===== src/rtl/gaplus_input_cond_pkg.sv =====
// gaplus_input_pkg: scan codes, coin FSM states and stick rotation helper shared by the input conditioner
package gaplus_input_pkg;
  localparam logic [7:0] SC_UP = 8'h75;
  localparam logic [7:0] SC_DN = 8'h72;
  localparam logic [7:0] SC_LF = 8'h6B;
  localparam logic [7:0] SC_RT = 8'h74;
  localparam logic [8:0] SC_SPACE = 9'h029;
  localparam logic [8:0] SC_CTRL = 9'h014;
  localparam logic [8:0] SC_F1 = 9'h005;
  localparam logic [8:0] SC_F2 = 9'h006;
  localparam logic [8:0] SC_1 = 9'h016;
  localparam logic [8:0] SC_2 = 9'h01E;
  localparam logic [8:0] SC_5 = 9'h02E;
  localparam logic [8:0] SC_6 = 9'h036;
  localparam logic [8:0] SC_R = 9'h02D;
  localparam logic [8:0] SC_F = 9'h02B;
  localparam logic [8:0] SC_D = 9'h023;
  localparam logic [8:0] SC_G = 9'h034;
  localparam logic [8:0] SC_A = 9'h01C;
  localparam logic [8:0] SC_S = 9'h01B;
  typedef enum logic [1:0] {CQ_IDLE, CQ_HOLD, CQ_GAP} coin_state_t;
  // stk is {L,D,R,U}; horizontal mode relabels U->L, L->D, D->R, R->U
  function automatic logic [3:0] stkrot(input logic orient, input logic [3:0] stk);
    return orient ? {stk[0], stk[3:1]} : stk;
  endfunction
endpackage


===== src/rtl/gaplus_input_cond_if.sv =====
// gaplus_input_cond_if: raw HPS/PS2 inputs and conditioned INP0..INP2 bus toward the Gaplus core
interface gaplus_input_cond_if;
  logic [10:0] ps2_key;
  logic [15:0] joystk1;
  logic [15:0] joystk2;
  logic ORIENT;
  logic VBLK;
  logic [4:0] INP0;
  logic [4:0] INP1;
  logic [2:0] INP2;
  modport master (output ps2_key, joystk1, joystk2, ORIENT, VBLK, input INP0, INP1, INP2);
  modport slave (input ps2_key, joystk1, joystk2, ORIENT, VBLK, output INP0, INP1, INP2);
endinterface


===== src/rtl/gaplus_input_cond_coin_queue.sv =====
// gaplus_coin_queue: queues coin edges and replays them as frame-timed HOLD/GAP pulses
module gaplus_coin_queue
  import gaplus_input_pkg::*;
#(
  parameter int COIN_HOLD = 3,
  parameter int COIN_GAP = 3,
  parameter int PEND_MAX = 7
) (
  input logic MCLK,
  input logic RESET,
  input logic tick,
  input logic coin_edge,
  output logic coin_pulse
);
  localparam logic [3:0] HOLD_LAST = 4'(COIN_HOLD - 1);
  localparam logic [3:0] GAP_LAST = 4'(COIN_GAP - 1);
  localparam logic [3:0] PEND_LIM = 4'(PEND_MAX);
  coin_state_t r_state, w_state_nxt;
  logic [3:0] r_pend, r_fcnt, w_pend_nxt, w_fcnt_nxt;
  logic w_deq;
  always_comb begin
    w_state_nxt = r_state;
    w_fcnt_nxt = r_fcnt;
    w_deq = 1'b0;
    case (r_state)
      CQ_IDLE: if (r_pend != 4'd0 || coin_edge) begin
        w_deq = 1'b1;
        w_fcnt_nxt = 4'd0;
        w_state_nxt = CQ_HOLD;
      end
      CQ_HOLD: if (tick) begin
        w_fcnt_nxt = r_fcnt == HOLD_LAST ? 4'd0 : r_fcnt + 4'd1;
        w_state_nxt = r_fcnt == HOLD_LAST ? CQ_GAP : CQ_HOLD;
      end
      CQ_GAP: if (tick) begin
        w_fcnt_nxt = r_fcnt == GAP_LAST ? 4'd0 : r_fcnt + 4'd1;
        w_deq = r_fcnt == GAP_LAST && r_pend != 4'd0;
        w_state_nxt = r_fcnt != GAP_LAST ? CQ_GAP : w_deq ? CQ_HOLD : CQ_IDLE;
      end
      default: w_state_nxt = CQ_IDLE;
    endcase
    w_pend_nxt = (coin_edge && !w_deq) ? (r_pend == PEND_LIM ? r_pend : r_pend + 4'd1) :
                 (!coin_edge && w_deq) ? r_pend - 4'd1 : r_pend;
  end
  always_ff @(posedge MCLK or posedge RESET)
    if (RESET) begin
      r_state <= CQ_IDLE;
      r_pend <= 4'd0;
      r_fcnt <= 4'd0;
    end else begin
      r_state <= w_state_nxt;
      r_pend <= w_pend_nxt;
      r_fcnt <= w_fcnt_nxt;
    end
  assign coin_pulse = r_state == CQ_HOLD;
endmodule


===== src/rtl/gaplus_input_cond.sv =====
// gaplus_input_cond: PS/2 decode, joystick merge, orientation remap and coin shaping for INP0..INP2
// Build option: define INPUT_SOCD_EN to cancel opposing directions per player.
module gaplus_input_cond
  import gaplus_input_pkg::*;
#(
  parameter int COIN_HOLD = 3,
  parameter int COIN_GAP = 3,
  parameter int PEND_MAX = 7
) (
  input logic MCLK,
  input logic RESET,
  gaplus_input_cond_if.slave io
);
  logic r_tog, r_vblk, r_coin_raw;
  logic [17:0] r_key, w_hit;
  logic [8:0] w_code;
  logic [3:0] w_stk1, w_stk2, w_p1, w_p2;
  logic w_evt, w_fire1, w_fire2, w_start1, w_start2, w_coin_raw, w_tick, w_coin_edge, w_coin;
  logic w_unused;
  assign w_unused = &{1'b0, io.joystk1[15:8], io.joystk2[15:8]};
  assign w_code = io.ps2_key[8:0];
  assign w_evt = io.ps2_key[10] ^ r_tog;
  // arrows match with or without the E0 prefix
  assign w_hit = {w_code == SC_S, w_code == SC_A, w_code == SC_G, w_code == SC_D,
                  w_code == SC_F, w_code == SC_R, w_code == SC_6, w_code == SC_5,
                  w_code == SC_2, w_code == SC_1, w_code == SC_F2, w_code == SC_F1,
                  w_code == SC_CTRL, w_code == SC_SPACE, w_code[7:0] == SC_RT,
                  w_code[7:0] == SC_LF, w_code[7:0] == SC_DN, w_code[7:0] == SC_UP};
  assign w_stk2 = {r_key[14] | io.joystk2[1], r_key[13] | io.joystk2[2],
                   r_key[15] | io.joystk2[0], r_key[12] | io.joystk2[3]};
  assign w_stk1 = {r_key[2] | io.joystk1[1], r_key[1] | io.joystk1[2],
                   r_key[3] | io.joystk1[0], r_key[0] | io.joystk1[3]} | w_stk2;
  assign w_fire2 = r_key[16] | r_key[17] | io.joystk2[4];
  assign w_fire1 = r_key[4] | r_key[5] | io.joystk1[4] | w_fire2;
  assign w_start1 = r_key[6] | r_key[8] | io.joystk1[5] | io.joystk2[5];
  assign w_start2 = r_key[7] | r_key[9] | io.joystk1[6] | io.joystk2[6];
  assign w_coin_raw = r_key[6] | r_key[7] | r_key[10] | r_key[11] | io.joystk1[7] | io.joystk2[7];
  assign w_tick = io.VBLK & ~r_vblk;
  assign w_coin_edge = w_coin_raw & ~r_coin_raw;
`ifdef INPUT_SOCD_EN
  function automatic logic [3:0] socd(input logic [3:0] s);
    return {s[3] & ~s[1], s[2] & ~s[0], s[1] & ~s[3], s[0] & ~s[2]};
  endfunction
  assign w_p1 = socd(w_stk1);
  assign w_p2 = socd(w_stk2);
`else
  assign w_p1 = w_stk1;
  assign w_p2 = w_stk2;
`endif
  always_ff @(posedge MCLK or posedge RESET)
    if (RESET) begin
      r_tog <= 1'b0;
      r_vblk <= 1'b0;
      r_coin_raw <= 1'b0;
      r_key <= '0;
      io.INP0 <= '0;
      io.INP1 <= '0;
      io.INP2 <= '0;
    end else begin
      r_tog <= io.ps2_key[10];
      r_vblk <= io.VBLK;
      r_coin_raw <= w_coin_raw;
      r_key <= w_evt ? (r_key & ~w_hit) | (w_hit & {18{io.ps2_key[9]}}) : r_key;
      io.INP0 <= {w_fire1, stkrot(io.ORIENT, w_p1)};
      io.INP1 <= {w_fire2, stkrot(io.ORIENT, w_p2)};
      io.INP2 <= {w_coin, w_start2, w_start1};
    end
  gaplus_coin_queue #(.COIN_HOLD(COIN_HOLD), .COIN_GAP(COIN_GAP), .PEND_MAX(PEND_MAX)) u_coin (
    .MCLK(MCLK),
    .RESET(RESET),
    .tick(w_tick),
    .coin_edge(w_coin_edge),
    .coin_pulse(w_coin)
  );
endmodule


===== src/flat_wrapper.sv =====
// flat-port wrapper written by rule: the top's interface ports become plain ports
module gaplus_input_cond_flat import gaplus_input_pkg::*;
#(
  parameter int COIN_HOLD = 3,
  parameter int COIN_GAP = 3,
  parameter int PEND_MAX = 7
)
  (MCLK, RESET, io_ps2_key, io_joystk1, io_joystk2, io_ORIENT, io_VBLK, io_INP0, io_INP1, io_INP2);
  gaplus_input_cond_if io_i ();
  input logic MCLK;
  input logic RESET;
  input wire logic [$bits(io_i.ps2_key)-1:0] io_ps2_key;
  input wire logic [$bits(io_i.joystk1)-1:0] io_joystk1;
  input wire logic [$bits(io_i.joystk2)-1:0] io_joystk2;
  input wire logic [$bits(io_i.ORIENT)-1:0] io_ORIENT;
  input wire logic [$bits(io_i.VBLK)-1:0] io_VBLK;
  output wire logic [$bits(io_i.INP0)-1:0] io_INP0;
  output wire logic [$bits(io_i.INP1)-1:0] io_INP1;
  output wire logic [$bits(io_i.INP2)-1:0] io_INP2;
  assign io_i.ps2_key = io_ps2_key;
  assign io_i.joystk1 = io_joystk1;
  assign io_i.joystk2 = io_joystk2;
  assign io_i.ORIENT = io_ORIENT;
  assign io_i.VBLK = io_VBLK;
  assign io_INP0 = io_i.INP0;
  assign io_INP1 = io_i.INP1;
  assign io_INP2 = io_i.INP2;
  gaplus_input_cond #(.COIN_HOLD(COIN_HOLD), .COIN_GAP(COIN_GAP), .PEND_MAX(PEND_MAX)) u_core (.MCLK(MCLK), .RESET(RESET), .io(io_i));
endmodule

===== config.mk =====
export PLATFORM = sky130hd
export DESIGN_NAME = gaplus_input_cond_flat
export DESIGN_NICKNAME = d
export VERILOG_FILES = /design/src/rtl/gaplus_input_cond_pkg.sv /design/src/rtl/gaplus_input_cond_if.sv /design/src/rtl/gaplus_input_cond_coin_queue.sv /design/src/rtl/gaplus_input_cond.sv /design/src/flat_wrapper.sv
export SDC_FILE = /design/constraint.sdc
export NUM_CORES = 1
export LEC_CHECK = 0
export CAP_MARGIN = 20
export CORE_MARGIN = 2
export CORE_UTILIZATION = 48
export DETAILED_ROUTE_END_ITERATION = 10
export PLACE_DENSITY = 0.8
export SKIP_CTS_REPAIR_TIMING = 1
export SYNTH_ARGS = -nofsm -noshare
export SYNTH_HDL_FRONTEND = slang
export SYNTH_SLANG_ARGS = --single-unit

===== constraint.sdc =====
create_clock -name MCLK -period 2.35 [get_ports MCLK]
set_input_delay 0.47 -clock MCLK [delete_from_list [all_inputs] [get_ports MCLK]]
set_output_delay 0.47 -clock MCLK [all_outputs]
set_load 0.1 [all_outputs]

==> results of run 1 <==
==> final timing paths <==
path / start / to / slack [ns] / depth (start not counted)
setup reg to reg: u_core.u_coin.r_fcnt[0]$_DFFE_PP0P_ / u_core.u_coin.r_pend[3]$_DFFE_PP0P_ / 0.17 / 10
hold / removal: register / u_core.io.INP2[1]$_DFF_PP0_ / 0.48 / 1
setup / recovery: u_core.u_coin.r_fcnt[0]$_DFFE_PP0P_ / u_core.u_coin.r_pend[3]$_DFFE_PP0P_ / 0.17 / 10
max in group asynchronous: RESET / u_core.io.INP2[1]$_DFF_PP0_ / 1.36 / 3
min in group asynchronous: RESET / u_core.io.INP0[4]$_DFF_PP0_ / 0.62 / 3
hold reg to reg: register / u_core.io.INP2[1]$_DFF_PP0_ / 0.48 / 1
==> cells in the mapped netlist, types with 2 or more instances <==
master,number
a21o_1,2
a21oi_1,8
a31oi_1,3
and3_1,3
clkbuf_1,2
dfrtp_1,44
ha_1,8
inv_1,6
inv_2,2
mux2_1,18
mux2_4,2
mux2i_1,2
nand2_1,14
nand2b_1,4
nand3_1,8
nand3b_1,2
nand4_1,2
nor2_1,16
nor2b_1,5
nor3_1,6
nor4_1,8
o21ai_1,2
o31ai_1,2
or2_1,2
or3_1,2
or4_1,4
xnor2_1,2
xor2_1,2
==> layer usage <==
metal	GRT usage	share of wire	up-vias
met4	0.0797	0.018	0
met5	0	0	-
met2	0.285	0.49	34
met1	0.215	0.44	820
li1	-	-	831
met3	0.0394	0.045	6
==> layout make-up <==
type	count	area share
timing repair buffer	52	0.165
inverter	8	0.0106
clock buffer	6	0.0293
multi-input combinational	144	0.379
sequential	44	0.390
tap	52	0.0230
clock inverter	2	0.00355
==> worst reg2reg max path, cell delays in order (launching register included) <==
cell	delay, ns
dfrtp_1	0.38
inv_1	0.06
ha_1	0.16
nor3b_4	0.24
nand4b_1	0.15
nand3b_1	0.14
ha_1	0.24
a21o_1	0.19
a21oi_2	0.14
mux2i_1	0.26
xnor2_1	0.14
==> power groups by stage <==
stage                     clock network (mW)  logic (mW)  registers (mW)
after floorplan                            0       0.570            1.16
after detailed placement                   0       0.982            1.02
after CTS                              0.506       0.986            1.00
after global routing                   0.521        1.09            1.03
after global placement                     0       0.953            1.01
final                                  0.479        1.00            1.01
==> stage by stage <==
stage | power (mW) | setup slack [ns] | setup TNS (ns) | utilization
after global placement | 1.97 | -0.0546 | -0.0991 | 0.619
final | 2.49 | 0.173 | 0 | 0.644
after detailed placement | 2.00 | -0.129 | -0.229 | 0.619
after global routing | 2.64 | 0.00635 | 0 | 0.644
after floorplan | 1.73 | 0.178 | 0 | -
after CTS | 2.50 | 0.107 | 0 | 0.640
==> logic make-up (layout without fill, tap and decap cells) <==
kind of cell               count (synthesis)  after routing  share of synthesized area
DFF                                       44             44                      0.501
and+or+nand+nor                           86             86                      0.226
adders and majority gates                  9              9                     0.0547
AOI/OAI and AO/OA                         23             23                     0.0706
muxes                                     22             22                      0.115
xor gates and xnor gates                   4              4                     0.0159
buffers and inverters                     10             68                     0.0171
==> metrics.txt, run 1 <==
outcome=completed; placed insts=299; CTS tree=yes; number of synthesized register bits=44; Synth Instances=198; Hold Path Class=register to register; Critical Path Sink Type=register; Die ar.=5130 um2; critical path's slowest cell=dfrtp_1; Slew Viols, Final=0; cell taking the most area after synthesis=dfrtp_1; WP data required=2.57 ns; Mapped Avg Cell Area=11.1 um2; Non-Filler Instances=308; IO Pins=60; sequential share of power=0.405; Internal Power=1.55 mW; layout cells sized above 1=0.164; drt pass-1 iters=4; Multi-input gate area=1070 um2; vias per inst=5.49; clk root buf=clkbuf_8; setup violators final=0; FF/Latch Area=1100 um2; CTS max path bufs=2; clock buffer count from CTS=5; combinational fraction of design power=0.403; MaxCap Viol Count=0; H-tree levels=2; Fillers=358; final worst path period share=0.926; clock latency on the worst-skew pair=0.29 ns; CTS clock-pin slew for the worst setup and hold paths=0.08 ns; Total GRT Usage=0.172; Final Instance Area=2820 um2; Overflow after GRT=0; first-pass GRT wire length=6840 um; pwr dens=882 nW/um2; Startpoint Class=register; Slew @ Worst Pin=0.542 ns; CP Data Arrival Time=2.39 ns; Vias=1691; DRC Markers=0; CP max stage delay=0.38 ns; Crit path buffers/inverters=1; net count after synthesis=254; DP HPWL=3130 um; Netlist Area Pre-Place=2200 um2; Port Buffers=43; Die Height=71.7 um; net switching power=937 uW; DP Area=2710 um2; Final nets=311; Min Hold Slack=0.482 ns; synth top area cells=dfrtp_1, mux2_1, ha_1; most frequent cells in the layout=dfrtp_1, clkdlybuf4s50_1, buf_4; fmax=459 MHz; vias in the first global route=1576; WS Path Type=register to register; ANT nets after route=0; Post-synth ARST share=1.00; Placer Congestion=0.849; cell mode on critical path=ha_1; DRT iter0 DRCs=62; cell breakdown of the critical path=inv_1, ha_1, nor3b_4, nand4b_1, nand3b_1, ha_1, a21o_1, a21oi_2, mux2i_1, xnor2_1; initial antenna violation count=0; RSZ-0062 raised after global routing=false; Clock Skews=0.00612 ns; FP Rows=24; final count of hold timing violations=0; Period minus WS final=2.18 ns; family with the most delay on the worst path=simple AND/OR/NAND/NOR gates; area share of the largest cell type after synthesis=0.501; CP Max Fanout=3; final wirelength=4180 um; Net Sw Frac=0.376; DIE WIDTH=71.7 um; commonest non-fill, non-tap cell in the layout=dfrtp_1; core footprint=4380 um2; Initial Utilization=0.501; clock power share=0.193; clock sink count=44; maximum VDD drop=0.580 mV; post-synthesis sequential area ratio=0.501; Main synth FF type=dfrtp_1; Ant. Diodes=0; normalized max-slew margin=0.639; Post-synth EDFFs=0; DR WL/cell=13.6 um; synth unique cells=45; largest net degree at the start of global routing=45; synth warn=0; P&R area growth vs syn=28.5%; Pleak=1.27 nW
Power figures use the tool's default switching activity.
==> inputs of run 2 (changes only) <==
- SKIP_CTS_REPAIR_TIMING: 1 -> not set
==> results of run 2 <==
The final DEF is identical to that of run 1; final timing and power are the same.
==> inputs of run 3 (changes only) <==
- CORE_ASPECT_RATIO: not set -> 0.7
==> run 3 against run 2 <==
  * Routed wire length rose by 16%
  * Register-to-register slack got worse by 0.08 ns
  * Clock power increased by 65%
  * Sequential share of layout area decreased by 1.6 points
  * Sequential power barely moved
  * Final cell count increased by 2.6%
  * Global-route usage grew 2.8 points
  * Flip-flop and latch count is the same
  * Utilization up 2.9 points
  * Combinational power grew 5%
  * Via count increased by 5.1%
==> metrics.txt, run 3 (synthesis gave the netlist of run 1 again) <==
normalized max-slew margin=0.632; vias per inst=5.63; critical path depth=10; CP Data Arrival Time=2.47 ns; initial antenna violation count=0; critical path's slowest cell=dfrtp_1; CTS tree=yes; reg-to-reg slack, setup=0.09 ns; pre-CTS WS=-0.199 ns; pwr dens=969 nW/um2; P&R area growth vs syn=34.1%; clk root buf=clkbuf_8; Placer Congestion=0.822; commonest non-fill, non-tap cell in the layout=dfrtp_1; Worst R2R Path Depth=10; cell breakdown of the critical path=inv_1, ha_2, nor3b_4, nand4b_1, nand3b_1, ha_1, a21o_1, a21oi_2, mux2i_1, xnor2_1; fmax=443 MHz; first-pass GRT wire length=7980 um; Critical Path Sink Type=register; DP HPWL=3560 um; H-tree levels=2; Vias=1778; FP Rows=20; DR WL/cell=15.3 um; Slew Viols, Final=0; final count of hold timing violations=0; drt pass-1 iters=4; CP max stage delay=0.40 ns; CP Max Fanout=3; clock buffer count from CTS=5; Crit path buffers/inverters=1; largest net degree at the start of global routing=45; net switching power=994 uW; total power=2.85 mW; cts hold-fix bufs=0; Net Sw Frac=0.348; DIE WIDTH=84.9 um; clock sink count=44; Port Buffers=43; Clock Skews=0.00737 ns; IO Pins=60; Non-Filler Instances=316; clock latency on the worst-skew pair=0.29 ns; Internal Power=1.86 mW; family with the most delay on the worst path=simple AND/OR/NAND/NOR gates; clock power share=0.277; DRC Markers=0; vias in the first global route=1729; ANT nets after route=0; RR Startpoint=u_core.u_coin.r_fcnt[0]$_DFFE_PP0P_; Ant. Diodes=0; Crit. Startpoint=u_core.u_coin.r_fcnt[0]$_DFFE_PP0P_; Final Instance Area=2950 um2; R2R Path End=u_core.u_coin.r_pend[3]$_DFFE_PP0P_; Die Height=60.6 um; Slew @ Worst Pin=0.550 ns; most frequent cells in the layout=dfrtp_1, clkdlybuf4s50_1, buf_4; sequential share of power=0.355; Final nets=316; outcome=completed; CTS clock-pin slew for the worst setup and hold paths=0.08 ns; WS Path Type=register to register; Period minus WS final=2.26 ns; core footprint=4380 um2; placed insts=306; final worst path period share=0.961; Hold Path Class=register to register; DP Area=2760 um2; setup violators final=0; Overflow after GRT=0; WP data required=2.56 ns; final worst slack=0.0912 ns; Final TNS setup=0 ns; Pleak=1.33 nW; Total GRT Usage=0.201; Initial Utilization=0.502; final wirelength=4840 um; Setup crit end=u_core.u_coin.r_pend[3]$_DFFE_PP0P_; layout cells sized above 1=0.184; maximum VDD drop=0.780 mV; Die ar.=5140 um2; MaxCap Viol Count=0; DRT iter0 DRCs=88; combinational fraction of design power=0.368; Startpoint Class=register; CTS max path bufs=2
## run 3: worst min path at each step
stage / cells after the start / slack, ns / to
after floorplan: 1 / 0.44 / u_core.io.INP0[4]$_DFF_PP0_
after global placement: 1 / 0.45 / u_core.io.INP2[0]$_DFF_PP0_
after detailed placement: 1 / 0.47 / u_core.io.INP0[4]$_DFF_PP0_
after CTS: 1 / 0.49 / u_core.io.INP0[4]$_DFF_PP0_
after global routing: 1 / 0.51 / u_core.io.INP0[4]$_DFF_PP0_
final: 1 / 0.48 / u_core.io.INP0[4]$_DFF_PP0_
## run 3: power groups by stage
| stage | sequential [mW] | clock, mW | combinational (mW) |
|---|---|---|---|
| global route | 1.03 | 0.840 | 1.14 |
| detailed placement | 1.02 | 0 | 0.996 |
| CTS | 1.01 | 0.795 | 1.04 |
| global placement | 1.02 | 0 | 0.948 |
| finish | 1.01 | 0.792 | 1.05 |
| floorplan | 1.16 | 0 | 0.570 |
## run 3: per-layer routing
| metal | share of wire | global-route usage | up-vias |
|---|---|---|---|
| met4 | 0.0091 | 0.0680 | 0 |
| met3 | 0.043 | 0.0408 | 6 |
| li1 | - | - | 850 |
| met2 | 0.46 | 0.325 | 51 |
| met5 | 0 | 0 | - |
| met1 | 0.49 | 0.277 | 871 |
## run 3: area by class of cell
cell class / count / area, um2
sequential: 44 / 1100
tap: 55 / 68.8
multi-input combinational: 144 / 1070
fill: 333 / 1430
inverter: 8 / 30.0
clock buffer: 5 / 68.8
timing repair buffer: 57 / 515
clock inverter: 3 / 90.1
## run 3: repair_timing
item / in CTS / in global routing
buffers inserted: 1 / 1
resized for setup: 2 / 1
endpoints found under the setup margin: 1 / 1
hold endpoints to repair: 0 / 0
pin swaps: 0 / 1
## run 3: through the flow
step,util,hold slack (ns)
4_1_cts,0.670,0.486
6_report,0.673,0.484
3_5_place_dp,0.630,0.467
3_3_place_gp,0.630,0.448
5_1_grt,0.673,0.514
2_1_floorplan,-,0.435
